--- src/rtl/lsu_ahb_sbuf_pkg.sv ---
`default_nettype none
// ----------------------------------------------------------------------------
// Module : lsu_ahb_sbuf_pkg
// Brief  : Shared AHB encodings, LSU FSM states, store-buffer entry layout
//          and lane/alignment helpers for the load/store unit.
// Rev    : 1.0  initial release
// ----------------------------------------------------------------------------
package lsu_ahb_sbuf_pkg;

  localparam logic [1:0] HTRANS_IDLE   = 2'b00;
  localparam logic [1:0] HTRANS_NONSEQ = 2'b10;
  localparam logic [1:0] HSIZE_B       = 2'd0;
  localparam logic [1:0] HSIZE_H       = 2'd1;
  localparam logic [1:0] HSIZE_W       = 2'd2;
  localparam logic [2:0] HBURST_SINGLE = 3'b000;
  localparam logic [3:0] HPROT_DATA    = 4'b0011;

  typedef enum logic [1:0] {
    ST_IDLE = 2'd0,
    ST_ADDR = 2'd1,
    ST_DATA = 2'd2
  } lsu_state_e;

  typedef struct packed {
    logic [31:0] addr;
    logic [1:0]  size;
    logic [31:0] wdata;
  } sb_entry_t;

  // The reserved size code 3 is handled as a word access.
  function automatic logic [1:0] norm_size(input logic [1:0] size);
    return (size == 2'd3) ? HSIZE_W : size;
  endfunction

  function automatic logic [31:0] align_addr(input logic [31:0] addr, input logic [1:0] size);
    logic [31:0] a;
    a = addr;
    if (size == HSIZE_H) a[0] = 1'b0;
    else if (size == HSIZE_W) a[1:0] = 2'b00;
    return a;
  endfunction

  function automatic logic is_misaligned(input logic [1:0] off, input logic [1:0] size);
    return ((size == HSIZE_H) && off[0]) || ((size == HSIZE_W) && (off != 2'b00));
  endfunction

  function automatic logic [31:0] lane_replicate(input logic [31:0] wdata, input logic [1:0] size);
    case (size)
      HSIZE_B: return {4{wdata[7:0]}};
      HSIZE_H: return {2{wdata[15:0]}};
      default: return wdata;
    endcase
  endfunction

  function automatic logic [31:0] load_extend(input logic [31:0] rdata, input logic [1:0] off,
                                              input logic [1:0] size, input logic uns);
    logic [31:0] sh;
    sh = rdata >> {off, 3'b000};
    case (size)
      HSIZE_B: return uns ? {24'd0, sh[7:0]}  : {{24{sh[7]}}, sh[7:0]};
      HSIZE_H: return uns ? {16'd0, sh[15:0]} : {{16{sh[15]}}, sh[15:0]};
      default: return rdata;
    endcase
  endfunction

endpackage
`default_nettype wire

--- src/rtl/lsu_ahb_sbuf_fifo.sv ---
`default_nettype none
// ----------------------------------------------------------------------------
// Module : lsu_ahb_sbuf_fifo
// Brief  : Posted-write store buffer, DEPTH entries, show-ahead head output.
// Rev    : 1.0  initial release
// ----------------------------------------------------------------------------
module lsu_ahb_sbuf_fifo #(
  parameter int WIDTH = 66,
  parameter int DEPTH = 4
) (
  input  logic             clk,
  input  logic             rst_n,
  input  logic             push,
  input  logic [WIDTH-1:0] push_data,
  input  logic             pop,
  output logic [WIDTH-1:0] head_data,
  output logic             full,
  output logic             empty
);

  localparam int AW = $clog2(DEPTH);
  localparam logic [AW:0] FULL_CNT = (AW+1)'(DEPTH);

  logic [WIDTH-1:0] mem_q [DEPTH];
  logic [AW-1:0]    wr_ptr_q, wr_ptr_d;
  logic [AW-1:0]    rd_ptr_q, rd_ptr_d;
  logic [AW:0]      count_q, count_d;
  logic             do_push, do_pop;

  assign do_push = push & ~full;
  assign do_pop  = pop & ~empty;

  // Pointers wrap naturally because DEPTH is a power of two.
  always_comb begin
    wr_ptr_d = wr_ptr_q + AW'(do_push);
    rd_ptr_d = rd_ptr_q + AW'(do_pop);
    count_d  = count_q + (AW+1)'(do_push) - (AW+1)'(do_pop);
  end

  always_ff @(posedge clk or negedge rst_n) begin
    if (!rst_n) begin
      wr_ptr_q <= '0;
      rd_ptr_q <= '0;
      count_q  <= '0;
    end else begin
      wr_ptr_q <= wr_ptr_d;
      rd_ptr_q <= rd_ptr_d;
      count_q  <= count_d;
    end
  end

  always_ff @(posedge clk) begin
    if (do_push) mem_q[wr_ptr_q] <= push_data;
  end

  assign head_data = mem_q[rd_ptr_q];
  assign full      = (count_q == FULL_CNT);
  assign empty     = (count_q == '0);

endmodule
`default_nettype wire

--- src/rtl/lsu_ahb_sbuf.sv ---
`default_nettype none
// ----------------------------------------------------------------------------
// Module : lsu_ahb_sbuf
// Brief  : EX-stage load/store unit with posted-write store buffer on an
//          AHB-Lite data master. Build option LSU_MISALIGN_TRAP_EN turns
//          misaligned half/word requests into bus errors instead of aligning.
// Rev    : 1.0  initial release
// ----------------------------------------------------------------------------
module lsu_ahb_sbuf
  import lsu_ahb_sbuf_pkg::*;
#(
  parameter int XLEN     = 32,
  parameter int RF_IDX_W = 5,
  parameter int SB_DEPTH = 4
) (
  input  logic                clk,
  input  logic                rst_n,
  input  logic                req_valid,
  output logic                req_ready,
  input  logic                req_write,
  input  logic [1:0]          req_size,
  input  logic                req_uns,
  input  logic [XLEN-1:0]     req_addr,
  input  logic [XLEN-1:0]     req_wdata,
  input  logic [RF_IDX_W-1:0] req_rd,
  output logic                wb_en,
  output logic [RF_IDX_W-1:0] wb_rd,
  output logic [XLEN-1:0]     wb_data,
  output logic                bus_err,
  output logic                sb_empty,
  output logic [31:0]         d_haddr,
  output logic [1:0]          d_htrans,
  output logic                d_hwrite,
  output logic [2:0]          d_hsize,
  output logic [2:0]          d_hburst,
  output logic [3:0]          d_hprot,
  output logic [31:0]         d_hwdata,
  input  logic [31:0]         d_hrdata,
  input  logic                d_hready,
  input  logic                d_hresp
);

  lsu_state_e          state_q, state_d;
  logic [1:0]          htrans_q, htrans_d;
  logic [31:0]         haddr_q, haddr_d;
  logic                hwrite_q, hwrite_d;
  logic [1:0]          hsize_q, hsize_d;
  logic [31:0]         hwdata_q, hwdata_d;
  logic [RF_IDX_W-1:0] ld_rd_q, ld_rd_d;
  logic                ld_uns_q, ld_uns_d;
  logic                wb_en_q, wb_en_d;
  logic [RF_IDX_W-1:0] wb_rd_q, wb_rd_d;
  logic [XLEN-1:0]     wb_data_q, wb_data_d;
  logic                bus_err_q, bus_err_d;

  sb_entry_t   head, push_entry;
  logic        sb_full, sb_empty_w, push, pop, accept, trap;
  logic [1:0]  req_size_n;
  logic [31:0] req_addr_a;

  lsu_ahb_sbuf_fifo #(
    .WIDTH ($bits(sb_entry_t)),
    .DEPTH (SB_DEPTH)
  ) u_fifo (
    .clk       (clk),
    .rst_n     (rst_n),
    .push      (push),
    .push_data (push_entry),
    .pop       (pop),
    .head_data (head),
    .full      (sb_full),
    .empty     (sb_empty_w)
  );

  assign req_size_n = norm_size(req_size);
  assign req_addr_a = align_addr(req_addr, req_size_n);

`ifdef LSU_MISALIGN_TRAP_EN
  assign trap = is_misaligned(req_addr[1:0], req_size_n);
`else
  assign trap = 1'b0;
`endif

  // Loads see no forwarding, so they wait until every posted store has retired.
  assign req_ready  = req_write ? ~sb_full : (sb_empty_w & (state_q == ST_IDLE));
  assign accept     = req_valid & req_ready;
  assign push       = accept & req_write & ~trap;
  assign push_entry = '{addr: req_addr_a, size: req_size_n, wdata: req_wdata};

  always_comb begin
    state_d   = state_q;
    htrans_d  = htrans_q;
    haddr_d   = haddr_q;
    hwrite_d  = hwrite_q;
    hsize_d   = hsize_q;
    hwdata_d  = hwdata_q;
    ld_rd_d   = ld_rd_q;
    ld_uns_d  = ld_uns_q;
    wb_rd_d   = wb_rd_q;
    wb_data_d = wb_data_q;
    wb_en_d   = 1'b0;
    bus_err_d = accept & trap;
    pop       = 1'b0;
    case (state_q)
      ST_IDLE: begin
        if (!sb_empty_w) begin
          htrans_d = HTRANS_NONSEQ;
          haddr_d  = head.addr;
          hsize_d  = head.size;
          hwrite_d = 1'b1;
          state_d  = ST_ADDR;
        end else if (accept && !trap) begin
          // Empty buffer: launch straight from the request; a store is also pushed
          // so that it becomes the head that the data phase and the pop refer to.
          htrans_d = HTRANS_NONSEQ;
          haddr_d  = req_addr_a;
          hsize_d  = req_size_n;
          hwrite_d = req_write;
          ld_rd_d  = req_rd;
          ld_uns_d = req_uns;
          state_d  = ST_ADDR;
        end
      end
      ST_ADDR: begin
        if (d_hready) begin
          htrans_d = HTRANS_IDLE;
          state_d  = ST_DATA;
          if (hwrite_q) hwdata_d = lane_replicate(head.wdata, head.size);
        end
      end
      ST_DATA: begin
        if (d_hresp) begin
          bus_err_d = 1'b1;
          pop       = hwrite_q;
          state_d   = ST_IDLE;
        end else if (d_hready) begin
          state_d = ST_IDLE;
          if (hwrite_q) begin
            pop = 1'b1;
          end else begin
            wb_en_d   = |ld_rd_q;
            wb_rd_d   = ld_rd_q;
            wb_data_d = load_extend(d_hrdata, haddr_q[1:0], hsize_q, ld_uns_q);
          end
        end
      end
      default: begin
        htrans_d = HTRANS_IDLE;
        state_d  = ST_IDLE;
      end
    endcase
  end

  always_ff @(posedge clk or negedge rst_n) begin
    if (!rst_n) begin
      state_q   <= ST_IDLE;
      htrans_q  <= HTRANS_IDLE;
      haddr_q   <= '0;
      hwrite_q  <= 1'b0;
      hsize_q   <= '0;
      hwdata_q  <= '0;
      ld_rd_q   <= '0;
      ld_uns_q  <= 1'b0;
      wb_en_q   <= 1'b0;
      wb_rd_q   <= '0;
      wb_data_q <= '0;
      bus_err_q <= 1'b0;
    end else begin
      state_q   <= state_d;
      htrans_q  <= htrans_d;
      haddr_q   <= haddr_d;
      hwrite_q  <= hwrite_d;
      hsize_q   <= hsize_d;
      hwdata_q  <= hwdata_d;
      ld_rd_q   <= ld_rd_d;
      ld_uns_q  <= ld_uns_d;
      wb_en_q   <= wb_en_d;
      wb_rd_q   <= wb_rd_d;
      wb_data_q <= wb_data_d;
      bus_err_q <= bus_err_d;
    end
  end

  assign d_htrans = htrans_q;
  assign d_haddr  = haddr_q;
  assign d_hwrite = hwrite_q;
  assign d_hsize  = {1'b0, hsize_q};
  assign d_hburst = HBURST_SINGLE;
  assign d_hprot  = HPROT_DATA;
  assign d_hwdata = hwdata_q;
  assign wb_en    = wb_en_q;
  assign wb_rd    = wb_rd_q;
  assign wb_data  = wb_data_q;
  assign bus_err  = bus_err_q;
  assign sb_empty = sb_empty_w;

endmodule
`default_nettype wire

--- config.mk ---
export PLATFORM = sky130hd
export DESIGN_NAME = lsu_ahb_sbuf
export DESIGN_NICKNAME = d
export VERILOG_FILES = /design/src/rtl/lsu_ahb_sbuf_pkg.sv /design/src/rtl/lsu_ahb_sbuf_fifo.sv /design/src/rtl/lsu_ahb_sbuf.sv
export SDC_FILE = /design/constraint.sdc
export NUM_CORES = 1
export LEC_CHECK = 0
export CAP_MARGIN = 5
export CORE_MARGIN = 4
export CORE_UTILIZATION = 49
export DETAILED_ROUTE_END_ITERATION = 8
export PLACE_DENSITY = 0.78
export SETUP_SLACK_MARGIN = 0.2
export SYNTH_ARGS = -nofsm -noshare
export SYNTH_HDL_FRONTEND = slang
export SYNTH_SLANG_ARGS = --single-unit
export TNS_END_PERCENT = 30
--- constraint.sdc ---
create_clock -name clk -period 6.35 [get_ports clk]
set_clock_uncertainty 0.1 [all_clocks]
set_input_delay 1.27 -clock clk [delete_from_list [all_inputs] [get_ports clk]]
set_output_delay 1.27 -clock clk [all_outputs]
set_load 0.01 [all_outputs]
Word-level counts from Yosys, hierarchy flattened
Memory sizes are Yosys's and may differ from the RTL's.
Cells that the tools add are included.
W data, S select, Z words.
{"block": "op_classes", "addsub": 4, "n_eq_ne": 12, "n_shift": 1, "n_mux": 36, "bitwise": 10, "n_reduce_logical": 11}
{"operator": "$mux W32", "n": 4}
{"operator": "$pmux W32 S2", "n": 2}
{"operator": "$shr A32 B5 Y16", "n": 1}
{"operator": "$mux W2", "n": 11}
{"operator": "$mux W1", "n": 17}
{"operator": "$pmux W2 S3", "n": 2}
{"operator": "$reduce_and A3 Y1", "n": 4}
{"operator": "$eq A2 B1 Y1 const B", "n": 4}
{"operator": "$eq A2 B2 Y1 const B", "n": 3}
{"operator": "$logic_not A2 Y1", "n": 3}
{"operator": "$ne A3 B3 Y1 const B", "n": 2}
{"operator": "$and A1 B1 Y1", "n": 5}
{"operator": "$not A1 Y1", "n": 5}
{"operator": "$reduce_or A5 Y1", "n": 1}
{"operator": "$add A2 B1 Y2", "n": 2}
{"operator": "$reduce_and A4 Y1", "n": 1}
{"operator": "$add A3 B1 Y3", "n": 1}
{"operator": "$eq A3 B3 Y1 const B", "n": 1}
{"operator": "$logic_not A3 Y1", "n": 1}
{"operator": "$sub A3 B1 Y3", "n": 1}
{"operator": "$ne A2 B1 Y1 const B", "n": 1}
{"operator": "$ne A2 B2 Y1 const B", "n": 1}
{"operator": "$reduce_and A2 Y1", "n": 1}
{"block": "totals", "reg_bits": 123, "ramBits": 264, "inputBits": 110, "output_inout_bits": 118, "memories": 1}
{"name": "u_fifo.mem_q", "depth": 4, "word_bits": 66, "rd": 1, "rd_clocked_by_memory_dff": 0, "write_ports": 1, "line_no": "lsu_ahb_sbuf_fifo.sv:24", "source": "logic [WIDTH-1:0] mem_q [DEPTH];"}

Logic depth before layout (Yosys ltp)
Gate-level depths: netlist (run 1).
{"block": "logic_depth", "word_depth": 8, "mapped_depth": 10, "depth_no_buf": 9}

By module
A second synthesis (run 1) with hierarchy kept.
{"block": "unflattened", "cells_unflattened": 951, "hier_area_um2": 15628.7}
{"mod": "lsu_ahb_sbuf_fifo", "instances": 1, "cells_each": 376, "area_per_inst_um2": 9933.3, "seq_area_each_um2": 8102.8}
{"mod": "lsu_ahb_sbuf", "instances": 1, "cells_each": 575, "area_per_inst_um2": 5695.5, "seq_area_each_um2": 2877.8}

Worst setup path before layout (run 1)
OpenSTA, ideal clock, no wires.
{"block": "synth_timing", "path_kind": "input to register", "startpoint": "input req_valid", "endpoint": "memory u_fifo.mem_q[1][0] (enable)", "arrival_ns": 6.265, "setup_slack_ns": -0.600, "cell_stages": 2, "path_buffers": 0, "cell_sequence": "nand3_1 -> nor3b_1"}
{"block": "synth_via", "elab_chain_cells": 5}
{"item": "start, declared", "line_no": "lsu_ahb_sbuf.sv:18", "source": "input logic req_valid,"}
{"item": "$and A1 B1 Y1", "line_no": "lsu_ahb_sbuf.sv:86", "source": "assign accept = req_valid & req_ready;"}
{"item": "$and A1 B1 Y1", "line_no": "lsu_ahb_sbuf.sv:87", "source": "assign push = accept & req_write & ~trap;"}
{"item": "$and A1 B1 Y1", "line_no": "lsu_ahb_sbuf_fifo.sv:30", "source": "assign do_push = push & ~full;"}
{"item": "$mux W1", "line_no": "lsu_ahb_sbuf_fifo.sv:53", "source": "if (do_push) mem_q[wr_ptr_q] <= push_data;"}
{"item": "$mux W1 (not written as such)", "line_no": "lsu_ahb_sbuf_fifo.sv:53"}
{"item": "end, declared", "line_no": "lsu_ahb_sbuf_fifo.sv:24"}
Every way passes these cells.

Worst setup path in the final report (run 1)
{"block": "layout_timing", "startpoint": "input req_write", "endpoint": "output req_ready"}
{"block": "layout_via", "elab_chain_cells": 1}
{"item": "start, declared", "line_no": "lsu_ahb_sbuf.sv:20", "source": "input logic req_write,"}
{"item": "$mux W1", "line_no": "lsu_ahb_sbuf.sv:85", "source": "assign req_ready = req_write ? ~sb_full : (sb_empty_w & (state_q == ST_IDLE));"}
{"item": "end, declared", "line_no": "lsu_ahb_sbuf.sv:19", "source": "output logic req_ready,"}
Every way passes these cells.

==> impl_metrics.env, run 1 <==
export IMPL_ys_warnings_count=0
export IMPL_synth_area_leaders="edfxtp_1, dfrtp_1, mux4_2, mux2i_1, nand2_1"
export IMPL_power_density_nw_per_um2=456.7
export IMPL_seq_power_share_pct=41.5
export IMPL_finalSetupTns_ns=0
export IMPL_crit_arrival_ns=2.51
export IMPL_clk_latency_ns=0.53
export IMPL_cts_sinks=386
export IMPL_htree_levels=2
export IMPL_relSlewSlack_pct=28.38
export IMPL_die_y_um=185.0
export IMPL_start_util_pct=49.91
export IMPL_slew_violations=0
export IMPL_core_sq_um=30750
export IMPL_end_kind="primary output"
export IMPL_pwr_share_comb_pct=32.1
export IMPL_p_switching_mw=2.714
export IMPL_grt_max_degree=72
export IMPL_gp_congestion=0.8686
export IMPL_final_area_sq_um=19180
export IMPL_antenna_found_initial=3
export IMPL_wire_per_inst_um=21.25
export IMPL_crit_chain="clkdlybuf4s50_1 > a21oi_1 > a21oi_1 > clkdlybuf4s50_1"
export IMPL_maxCapViolCount=0
export IMPL_fin_crit_sh_pct=61.16
export IMPL_finalHoldViolCount=0
export IMPL_cp_max_fo=3
export IMPL_layout_commonest_cell="edfxtp_1"
export IMPL_viasPerCell=5.506
export IMPL_io_pins=228
export IMPL_slowest_delay_ns=0.55
export IMPL_fin_crit_ns=3.883
export IMPL_totalPowerFinal_mw=8.760
export IMPL_reg2reg_to="u_fifo.count_q[2]"
export IMPL_synth_seq_cells=386
export IMPL_start_kind="input pin"
export IMPL_crit_slowest_cell="clkdlybuf4s50_1"
export IMPL_peakVddDrop_v=0.0002444
export IMPL_port_buffers=218
export IMPL_dr_pass1_iters=6
export IMPL_nets=1274
export IMPL_worst_slack_ns=2.467
export IMPL_place_detailed_hpwl_um=21260
export IMPL_cts_tree="yes"
export IMPL_overflow=0
export IMPL_pwr_share_clk_pct=26.4
export IMPL_setup_viol=0
export IMPL_p_leak_nw=7.174
export IMPL_r2r_start="u_fifo.count_q[2]"
export IMPL_syn_to_final_growth_pct=25.01
export IMPL_r2r_cells=10
export IMPL_cp_data_required_time_ns=4.98
export IMPL_holdPathStages=2
export IMPL_drive_gt1_share_pct=13.78
export IMPL_post_cts_setup_buffers=0
export IMPL_dr_total_vias=8744
export IMPL_yosysTopAreaCell="edfxtp_1"
export IMPL_wirelength_um=33750
export IMPL_hold_path_class="flip-flop to flip-flop"
export IMPL_r2r_setup_slack_ns=3.13
export IMPL_min_to="d_htrans[1]"
export IMPL_clockBufferDepth=3
export IMPL_min_delay_start="d_htrans[1]"
export IMPL_switching_share_pct=30.98
export IMPL_fp_dieW_um=185.0
export IMPL_worst_pin_slew_ns=1.074
export IMPL_syn_avg_cell_area_sq_um=16.31
export IMPL_final_cell_mix="edfxtp_1, clkdlybuf4s50_1, nand2_1"
export IMPL_ctsResizeCount=0
export IMPL_p_int_mw=6.046
export IMPL_num_rows=64
export IMPL_hold_buffers=0
export IMPL_grt_pass1_wl_um=52140
export IMPL_die_area_sq_um=34210
export IMPL_post_place_ws_ns=2.303
export IMPL_synth_area_sq_um=15350
export IMPL_drc=0
export IMPL_worst_setup_path_type="input pin to primary output"
export IMPL_numCtsBuffers=41
export IMPL_ant_nets=0
export IMPL_syn_inst=941
export IMPL_yosysSeqAreaShare_pct=71.55
export IMPL_max_freq_ghz=0.2575
export IMPL_grt_pass1_vias=9184
export IMPL_ys_types=46
export IMPL_yosysTopAreaCellShare_pct=51.66
export IMPL_cts_root_buf="clkbuf_16"
export IMPL_clk_pin_slew_worst_paths_ns=0.06
export IMPL_initialDrtViolationCount=592
export IMPL_status="finished clean"
export IMPL_dpl_instance_area_sq_um=17870
export IMPL_rsz0062_at_grt="false"
export IMPL_gr_usage_all_layers_pct=19.72
-- per-layer routing --
metal	track usage [%]	part of all wire, %	vias to the layer above
li1	-	-	3979
met1	25.74	41	4401
met2	33.58	50	295
met3	4.419	6.9	65
met4	5.813	2.5	4
met5	0	0.056	-
-- cell families after synthesis --
| logic type | after synthesis | synth area share [%] |
|---|---|---|
| AO/OA/AOI/OAI | 130 | 5.210 |
| XOR/XNOR | 4 | 0.2283 |
| adder cells (fa/ha/maj) | 5 | 0.4566 |
| buffers and inverters | 70 | 2.250 |
| flip-flops | 386 | 71.55 |
| multiplexers | 140 | 14.64 |
| other | 2 | 0.04894 |
| AND/OR/NAND/NOR | 204 | 5.609 |
-- worst max-delay path: cells and delay by family --
family                 cells  cell delay (ns)
buffers and inverters      2             1.06
AO/OA/AOI/OAI              2             0.19
-- power by group through the flow --
stage               logic [mW]  clock network (mW)  registers (mW)
finish                    2.82                2.31            3.63
global route              3.08                2.47            3.70
CTS                       2.87                2.36            3.64
detailed placement        2.85                   0            3.69
global placement          2.80                   0            3.67
floorplan                 1.71                   0            3.64
-- metrics by stage --
| step | util (%) | hold slack [ns] | std cells |
|---|---|---|---|
| 2_1_floorplan | - | 0.3559 | 948 |
| 3_3_place_gp | 58.11 | 0.3618 | 1512 |
| 3_5_place_dp | 58.11 | 0.3648 | 1512 |
| 4_1_cts | 62.37 | 0.3787 | 1586 |
| 5_1_grt | 62.39 | 0.4023 | 1588 |
| 6_report | 62.39 | 0.3738 | 1588 |
-- registers in the layout (all words and copies together), names as in the netlist, 2 cells and up --
register	count
u_fifo.mem_q	264
d_haddr	32
d_hwdata	32
wb_data	32
ld_rd_q	5
wb_rd	5
u_fifo.count_q	3
hsize_q	2
state_q	2
u_fifo.rd_ptr_q	2
u_fifo.wr_ptr_q	2
-- area by class of cell --
class,instances,area (sq um)
Fill cell,2235,11570
Antenna cell,2,5.005
Tap cell,396,495.5
Clock inverter,19,201.4
Clock buffer,55,1109
Multi-Input combinational cell,492,4085
Sequential cell,386,10990
Timing Repair Buffer,229,2266
Inverter,9,33.78
-- cell usage after synthesis, drive strengths merged --
| cell type | number |
|---|---|
| edfxtp | 264 |
| nand2 | 133 |
| dfrtp | 122 |
| o21ai | 68 |
| mux2i | 67 |
| mux4 | 67 |
| nor2 | 42 |
| clkbuf | 31 |
| buf | 30 |
| a21oi | 21 |
| inv | 9 |
| o211ai | 8 |
| o21a | 8 |
| o22ai | 8 |
| a2bb2oi | 7 |
| a31oi | 7 |
| and2 | 7 |
| mux2 | 6 |
| ha | 4 |
| nor2b | 4 |
| nand3 | 3 |
| nor3b | 3 |
| and3 | 2 |
| conb | 2 |
| nand2b | 2 |
| nor3 | 2 |
| xnor2 | 2 |
| xor2 | 2 |
| a22oi | 1 |
| a311oi | 1 |
| and2b | 1 |
| and3b | 1 |
| fa | 1 |
| nor4 | 1 |
| nor4b | 1 |
| o31ai | 1 |
| or3 | 1 |
| or4b | 1 |
-- worst max path at each step --
| stage | from | end | slack [ns] | cells past startpoint |
|---|---|---|---|---|
| global placement | d_hready | wb_data[21] | 2.38 | 4 |
| detailed placement | d_hready | wb_data[22] | 2.30 | 4 |
| finish | req_write | req_ready | 2.47 | 4 |
| CTS | u_fifo.count_q[0] | sb_empty | 2.47 | 4 |
| floorplan | req_valid | u_fifo.mem_q[1][0] | -0.60 | 2 |
| global route | req_write | req_ready | 2.37 | 4 |
Note: power is estimated with default switching activity, not from simulation.
==> run 2: changes to the inputs <==
Settings changed: CORE_UTILIZATION 49 to 54, PLACE_DENSITY 0.78 to 0.82.
Clock period 6.35 ns to 4 ns, I/O delays scaled along.
==> run 2 against run 1 <==
Compared with the run above: register-to-register slack worse by 1.8 ns; largest power group unchanged; largest cell class unchanged; sequential power up 57%; utilization up 6.3 points; clock power up 49%; hold slack worse by 0.070 ns; final area about the same; clock-buffer cell count down 5; total power up 57%; critical endpoint unchanged; non-clock buffer count up 6; first-iteration DRC count up 32%; global-route usage up 2.2 points.
==> impl_metrics.env, run 2 (same netlist as run 1, synthesis figures left out) <==
export IMPL_power_density_nw_per_um2=718.7
export IMPL_die_area_sq_um=31180
export IMPL_use_met2_pct=37.23
export IMPL_end_kind="primary output"
export IMPL_finalHoldViolCount=0
export IMPL_core_sq_um=27930
export IMPL_clockBufferDepth=3
export IMPL_totalPowerFinal_mw=13.79
export IMPL_grt_max_degree=108
export IMPL_fp_dieW_um=176.6
export IMPL_crit_slowest_cell="clkdlybuf4s50_1"
export IMPL_drc=0
export IMPL_rsz0062_at_grt="false"
export IMPL_crit_arrival_ns=2.09
export IMPL_dr_pass1_iters=5
export IMPL_grt_pass1_wl_um=53000
export IMPL_viasPerCell=5.698
export IMPL_final_cell_mix="edfxtp_1, clkdlybuf4s50_1, nand2_1"
export IMPL_io_pins=228
export IMPL_slowest_delay_ns=0.55
export IMPL_cp_max_fo=4
export IMPL_busiest_layer="met2"
export IMPL_wire_per_inst_um=21.64
export IMPL_crit_buf_inv=1
export IMPL_wirelength_um=33950
export IMPL_worst_pin_slew_ns=1.063
export IMPL_cp_top_family="buffers and inverters"
export IMPL_regMostFlops="u_fifo.mem_q"
export IMPL_gr_usage_all_layers_pct=21.90
export IMPL_status="finished clean"
export IMPL_peakVddDrop_v=0.0004635
export IMPL_dr_total_vias=8940
export IMPL_hold_path_class="input pin to asynchronous set/reset pin"
export IMPL_layout_commonest_cell="edfxtp_1"
export IMPL_relSlewSlack_pct=29.13
export IMPL_cp_data_required_time_ns=3.10
export IMPL_htree_levels=2
export IMPL_met3_usage_pct=4.197
export IMPL_slew_violations=0
export IMPL_cts_sinks=386
export IMPL_fin_crit_ns=2.991
export IMPL_p_leak_nw=7.180
export IMPL_die_y_um=176.6
export IMPL_fin_hold_ws_ns=0.3033
export IMPL_gp_congestion=0.8891
export IMPL_post_cts_setup_buffers=0
export IMPL_num_rows=61
export IMPL_place_detailed_hpwl_um=21630
export IMPL_r2r_setup_slack_ns=1.32
export IMPL_ctsResizeCount=0
export IMPL_ant_nets=0
export IMPL_hold_buffers=0
export IMPL_overflow=0
export IMPL_largest_reg_flops=264
export IMPL_r2r_start="u_fifo.rd_ptr_q[0]"
export IMPL_clk_pin_slew_worst_paths_ns=0.06
export IMPL_cpMostUsedCell="a21oi_1"
export IMPL_worst_setup_path_type="flip-flop to primary output"
export IMPL_initialDrtViolationCount=779
export IMPL_syn_to_final_growth_pct=25.01
export IMPL_r2r_cells=4
export IMPL_drive_gt1_share_pct=14.03
export IMPL_clk_latency_ns=0.52
export IMPL_fin_crit_sh_pct=74.76
export IMPL_maxCapViolCount=0
export IMPL_start_kind="flip-flop"
export IMPL_reg2reg_to="d_hwdata[14]"
export IMPL_grt_pass1_vias=9148
export IMPL_cts_tree="yes"
export IMPL_start_util_pct=54.94
export IMPL_crit_chain="nor2_1 > a21oi_1 > a21oi_1 > clkdlybuf4s50_1"
export IMPL_max_freq_ghz=0.3344
export IMPL_antenna_found_initial=2
export IMPL_gr_usage_met1_pct=29.36
export IMPL_cts_root_buf="clkbuf_16"
export IMPL_port_buffers=218
export IMPL_nets=1278
export IMPL_setup_viol=0
export IMPL_numCtsBuffers=39
==> run 2: cell types whose count changed in the layout (fill, tap and decap cells not counted), moves of 2 or more <==
cell        change
bufinv_16       -2
clkinvlp_4      +2
clkinv_2        +2
inv_6           -2
clkbuf_8        -2
nor3b_2         -2
nor3b_4         +2
clkbuf_1        -3
buf_12          +5
==> run 2: metrics by stage <==
stage	TNS, ns	std cells	util (%)	cell area (sq um)	worst slack, ns
4_1_cts	0	1568	68.67	19180	0.9895
2_1_floorplan	-29.07	948	-	15390	-0.1847
3_3_place_gp	0	1500	64.34	17970	0.8836
5_1_grt	0	1569	68.68	19180	0.9434
3_5_place_dp	0	1500	64.34	17970	0.8380
6_report	0	1569	68.68	19180	1.009
==> run 2: final cells by class <==
type	instances	area [sq um]
multi-input cells	492	4104
well taps	378	473.0
clock inverters	18	140.1
fillers	1879	8750
flip-flops and latches	386	10990
diodes	1	2.502
clock buffers	50	1070
repair buffers	235	2374
inverters	9	33.78
==> run 2: worst register-to-register path, stage by stage, from the launching register on <==
cell,delay (ns)
dfrtp_4,0.76
mux4_2,0.92
nor2_4,0.44
mux2i_1,0.23
o21ai_1,0.09
==> run 2: power breakdown <==
group / total, mW / switching (mW) / internal [mW]
Sequential: 5.70 / 0.569 / 5.13
Combinational: 4.64 / 2.33 / 2.31
Clock: 3.45 / 1.43 / 2.01
Total: 13.8 / 4.33 / 9.46
==> run 2: worst max-delay path by stage <==
stage | startpoint | to | slack (ns) | depth (start not counted)
floorplan | req_valid | u_fifo.mem_q[1][0] | -0.18 | 2
global placement | d_hready | u_fifo.count_q[2] | 0.88 | 9
detailed placement | d_hready | u_fifo.count_q[2] | 0.84 | 9
CTS | state_q[1] | req_ready | 0.99 | 4
global route | state_q[1] | req_ready | 0.94 | 4
finish | state_q[1] | req_ready | 1.01 | 4
==> run 2: per-layer routing <==
layer	part of all wire, %	vias to the layer above
met5	0.038	-
met4	2.2	2
met3	6.9	55
met2	51	359
met1	40	4545
li1	-	3979
==> run 3: changes to the inputs <==
Clock period 4 ns to 3 ns, I/O delays scaled along.
==> run 3 against run 2 <==
Compared with the run above: the flow now finishes with violations (hold timing); global-route usage grew 0.50 points; clock-buffer cell count unchanged; via count rose by 1.3%; critical path depth stayed put; combinational power up 41%; clock power rose by 36%; utilization up 1.3 points.
==> impl_metrics.env, run 3 (same netlist as run 1, synthesis figures left out) <==
export IMPL_status="complete, but fails checks"
export IMPL_failed_checks="hold timing"
export IMPL_largest_reg_flops=264
export IMPL_dr_pass1_iters=6
export IMPL_worst_slack_ns=0.2039
export IMPL_cp_data_required_time_ns=2.30
export IMPL_max_freq_ghz=0.3576
export IMPL_syn_to_final_growth_pct=27.40
export IMPL_num_rows=61
export IMPL_initialDrtViolationCount=672
export IMPL_fp_dieW_um=176.6
export IMPL_reg2reg_to="u_fifo.count_q[2]"
export IMPL_fin_crit_ns=2.796
export IMPL_numCtsBuffers=40
export IMPL_peakVddDrop_v=0.0005989
export IMPL_place_detailed_hpwl_um=22880
export IMPL_relSlewSlack_pct=50.52
export IMPL_dr_total_vias=9057
export IMPL_pwr_share_clk_pct=25.1
export IMPL_setup_viol=0
export IMPL_cts_tree="yes"
export IMPL_gp_congestion=0.8715
export IMPL_rsz0062_at_grt="true"
export IMPL_cts_root_buf="clkbuf_16"
export IMPL_worst_setup_path_type="flip-flop to primary output"
export IMPL_p_int_mw=12.77
export IMPL_clk_pin_slew_worst_paths_ns=0.06
export IMPL_crit_arrival_ns=2.10
export IMPL_grt_pass1_wl_um=54060
export IMPL_cp_top_family="buffers and inverters"
export IMPL_r2r_setup_slack_ns=0.50
export IMPL_finalHoldViolCount=4
export IMPL_clk_latency_ns=0.52
export IMPL_regMostFlops="u_fifo.mem_q"
export IMPL_drive_gt1_share_pct=16.34
export IMPL_start_kind="flip-flop"
export IMPL_maxCapViolCount=0
export IMPL_htree_levels=2
export IMPL_seq_power_share_pct=40.0
export IMPL_drc=0
export IMPL_cpMostUsedCell="a21oi_1"
export IMPL_grt_pass1_vias=9430
export IMPL_final_cell_mix="edfxtp_1, clkdlybuf4s50_1, nand2_1"
export IMPL_hold_buffers=0
export IMPL_cts_sinks=386
export IMPL_finalSetupTns_ns=0
export IMPL_port_buffers=218
export IMPL_viasPerCell=5.668
export IMPL_crit_slowest_cell="clkdlybuf4s50_1"
export IMPL_overflow=0
export IMPL_fin_hold_ws_ns=-0.01476
export IMPL_layout_commonest_cell="edfxtp_1"
export IMPL_hold_path_class="input pin to asynchronous set/reset pin"
export IMPL_antenna_found_initial=4
export IMPL_post_cts_setup_buffers=0
export IMPL_p_leak_nw=7.384
export IMPL_crit_chain="nor2_2 > a21oi_1 > a21oi_1 > clkdlybuf4s50_1"
export IMPL_power_density_nw_per_um2=955.1
export IMPL_core_sq_um=27930
export IMPL_wire_per_inst_um=21.75
export IMPL_r2r_start="u_fifo.count_q[0]"
export IMPL_slowest_delay_ns=0.57
export IMPL_switching_share_pct=31.63
export IMPL_start_util_pct=54.94
export IMPL_die_area_sq_um=31180
export IMPL_p_switching_mw=5.907
export IMPL_slew_violations=0
export IMPL_die_y_um=176.6
export IMPL_fin_crit_sh_pct=93.20
export IMPL_clockBufferDepth=3
export IMPL_gr_usage_all_layers_pct=22.39
export IMPL_end_kind="primary output"
export IMPL_io_pins=228
export IMPL_wirelength_um=34750
export IMPL_grt_max_degree=74
export IMPL_crit_buf_inv=1
export IMPL_pwr_share_comb_pct=34.9
export IMPL_post_place_ws_ns=0.1611
export IMPL_r2r_cells=9
export IMPL_cp_max_fo=4
export IMPL_worst_pin_slew_ns=0.7421
export IMPL_nets=1302
export IMPL_ant_nets=0
[run 3: cell count changes in the layout (fill, tap and decap cells not counted), sizes merged]
| cell | change |
|---|---|
| buf | +23 |
| dlymetal6s2s | +1 |
| diode | +1 |
| clkdlybuf4s50 | -1 |
| bufinv | -1 |
| clkinv | +6 |
[run 3: stage by stage]
step	cell area, sq um	power [mW]	std cells	util [%]	hold slack (ns)
floorplan	15420	11.31	948	-	0.2044
global placement	18270	13.93	1523	65.40	0.3610
detailed placement	18270	14.11	1523	65.40	0.3612
CTS	19540	18.90	1596	69.96	0.009340
global route	19550	19.68	1598	69.99	0.04490
finish	19550	18.67	1598	69.99	-0.01476
[run 3: what timing repair did]
| action | in CTS | in global routing |
|---|---|---|
| setup endpoints to repair | 2 | 2 |
| endpoints found under the hold margin | 0 | 0 |
| resized for setup | 1 | 1 |
[run 3: power by group through the flow]
| stage | Clock [mW] | Combinational [mW] | Sequential [mW] |
|---|---|---|---|
| 5_1_grt | 5.03 | 7.07 | 7.57 |
| 2_1_floorplan | 0 | 3.64 | 7.67 |
| 6_report | 4.69 | 6.52 | 7.47 |
| 3_3_place_gp | 0 | 6.42 | 7.51 |
| 4_1_cts | 4.80 | 6.63 | 7.48 |
| 3_5_place_dp | 0 | 6.55 | 7.56 |
[run 3: layout make-up]
type / count / area [sq um]
Tap cell: 378 / 473.0
Timing Repair Buffer: 258 / 2661
Antenna cell: 2 / 5.005
Clock buffer: 50 / 1094
Inverter: 9 / 33.78
Fill cell: 1843 / 8384
Sequential cell: 386 / 10990
Clock inverter: 23 / 176.4
Multi-Input combinational cell: 492 / 4119
[run 3: how the worst max path moves through the flow]
stage / to / cells past startpoint / slack (ns) / from
CTS: sb_empty / 3 / 0.14 / u_fifo.count_q[0]
finish: req_ready / 4 / 0.20 / state_q[1]
floorplan: u_fifo.mem_q[2][0] / 2 / 0.04 / req_valid
global route: req_ready / 4 / 0.14 / state_q[1]
detailed placement: u_fifo.count_q[2] / 9 / 0.16 / d_hready
global placement: u_fifo.count_q[2] / 9 / 0.15 / d_hready
[run 3: layer usage]
metal / vias up / global-route usage [%] / share of wire (%)
li1: 4043 / - / -
met1: 4620 / 29.53 / 39
met2: 337 / 38.75 / 52
met3: 53 / 4.283 / 7.2
met4: 4 / 5.996 / 1.8
met5: - / 0 / 0.069
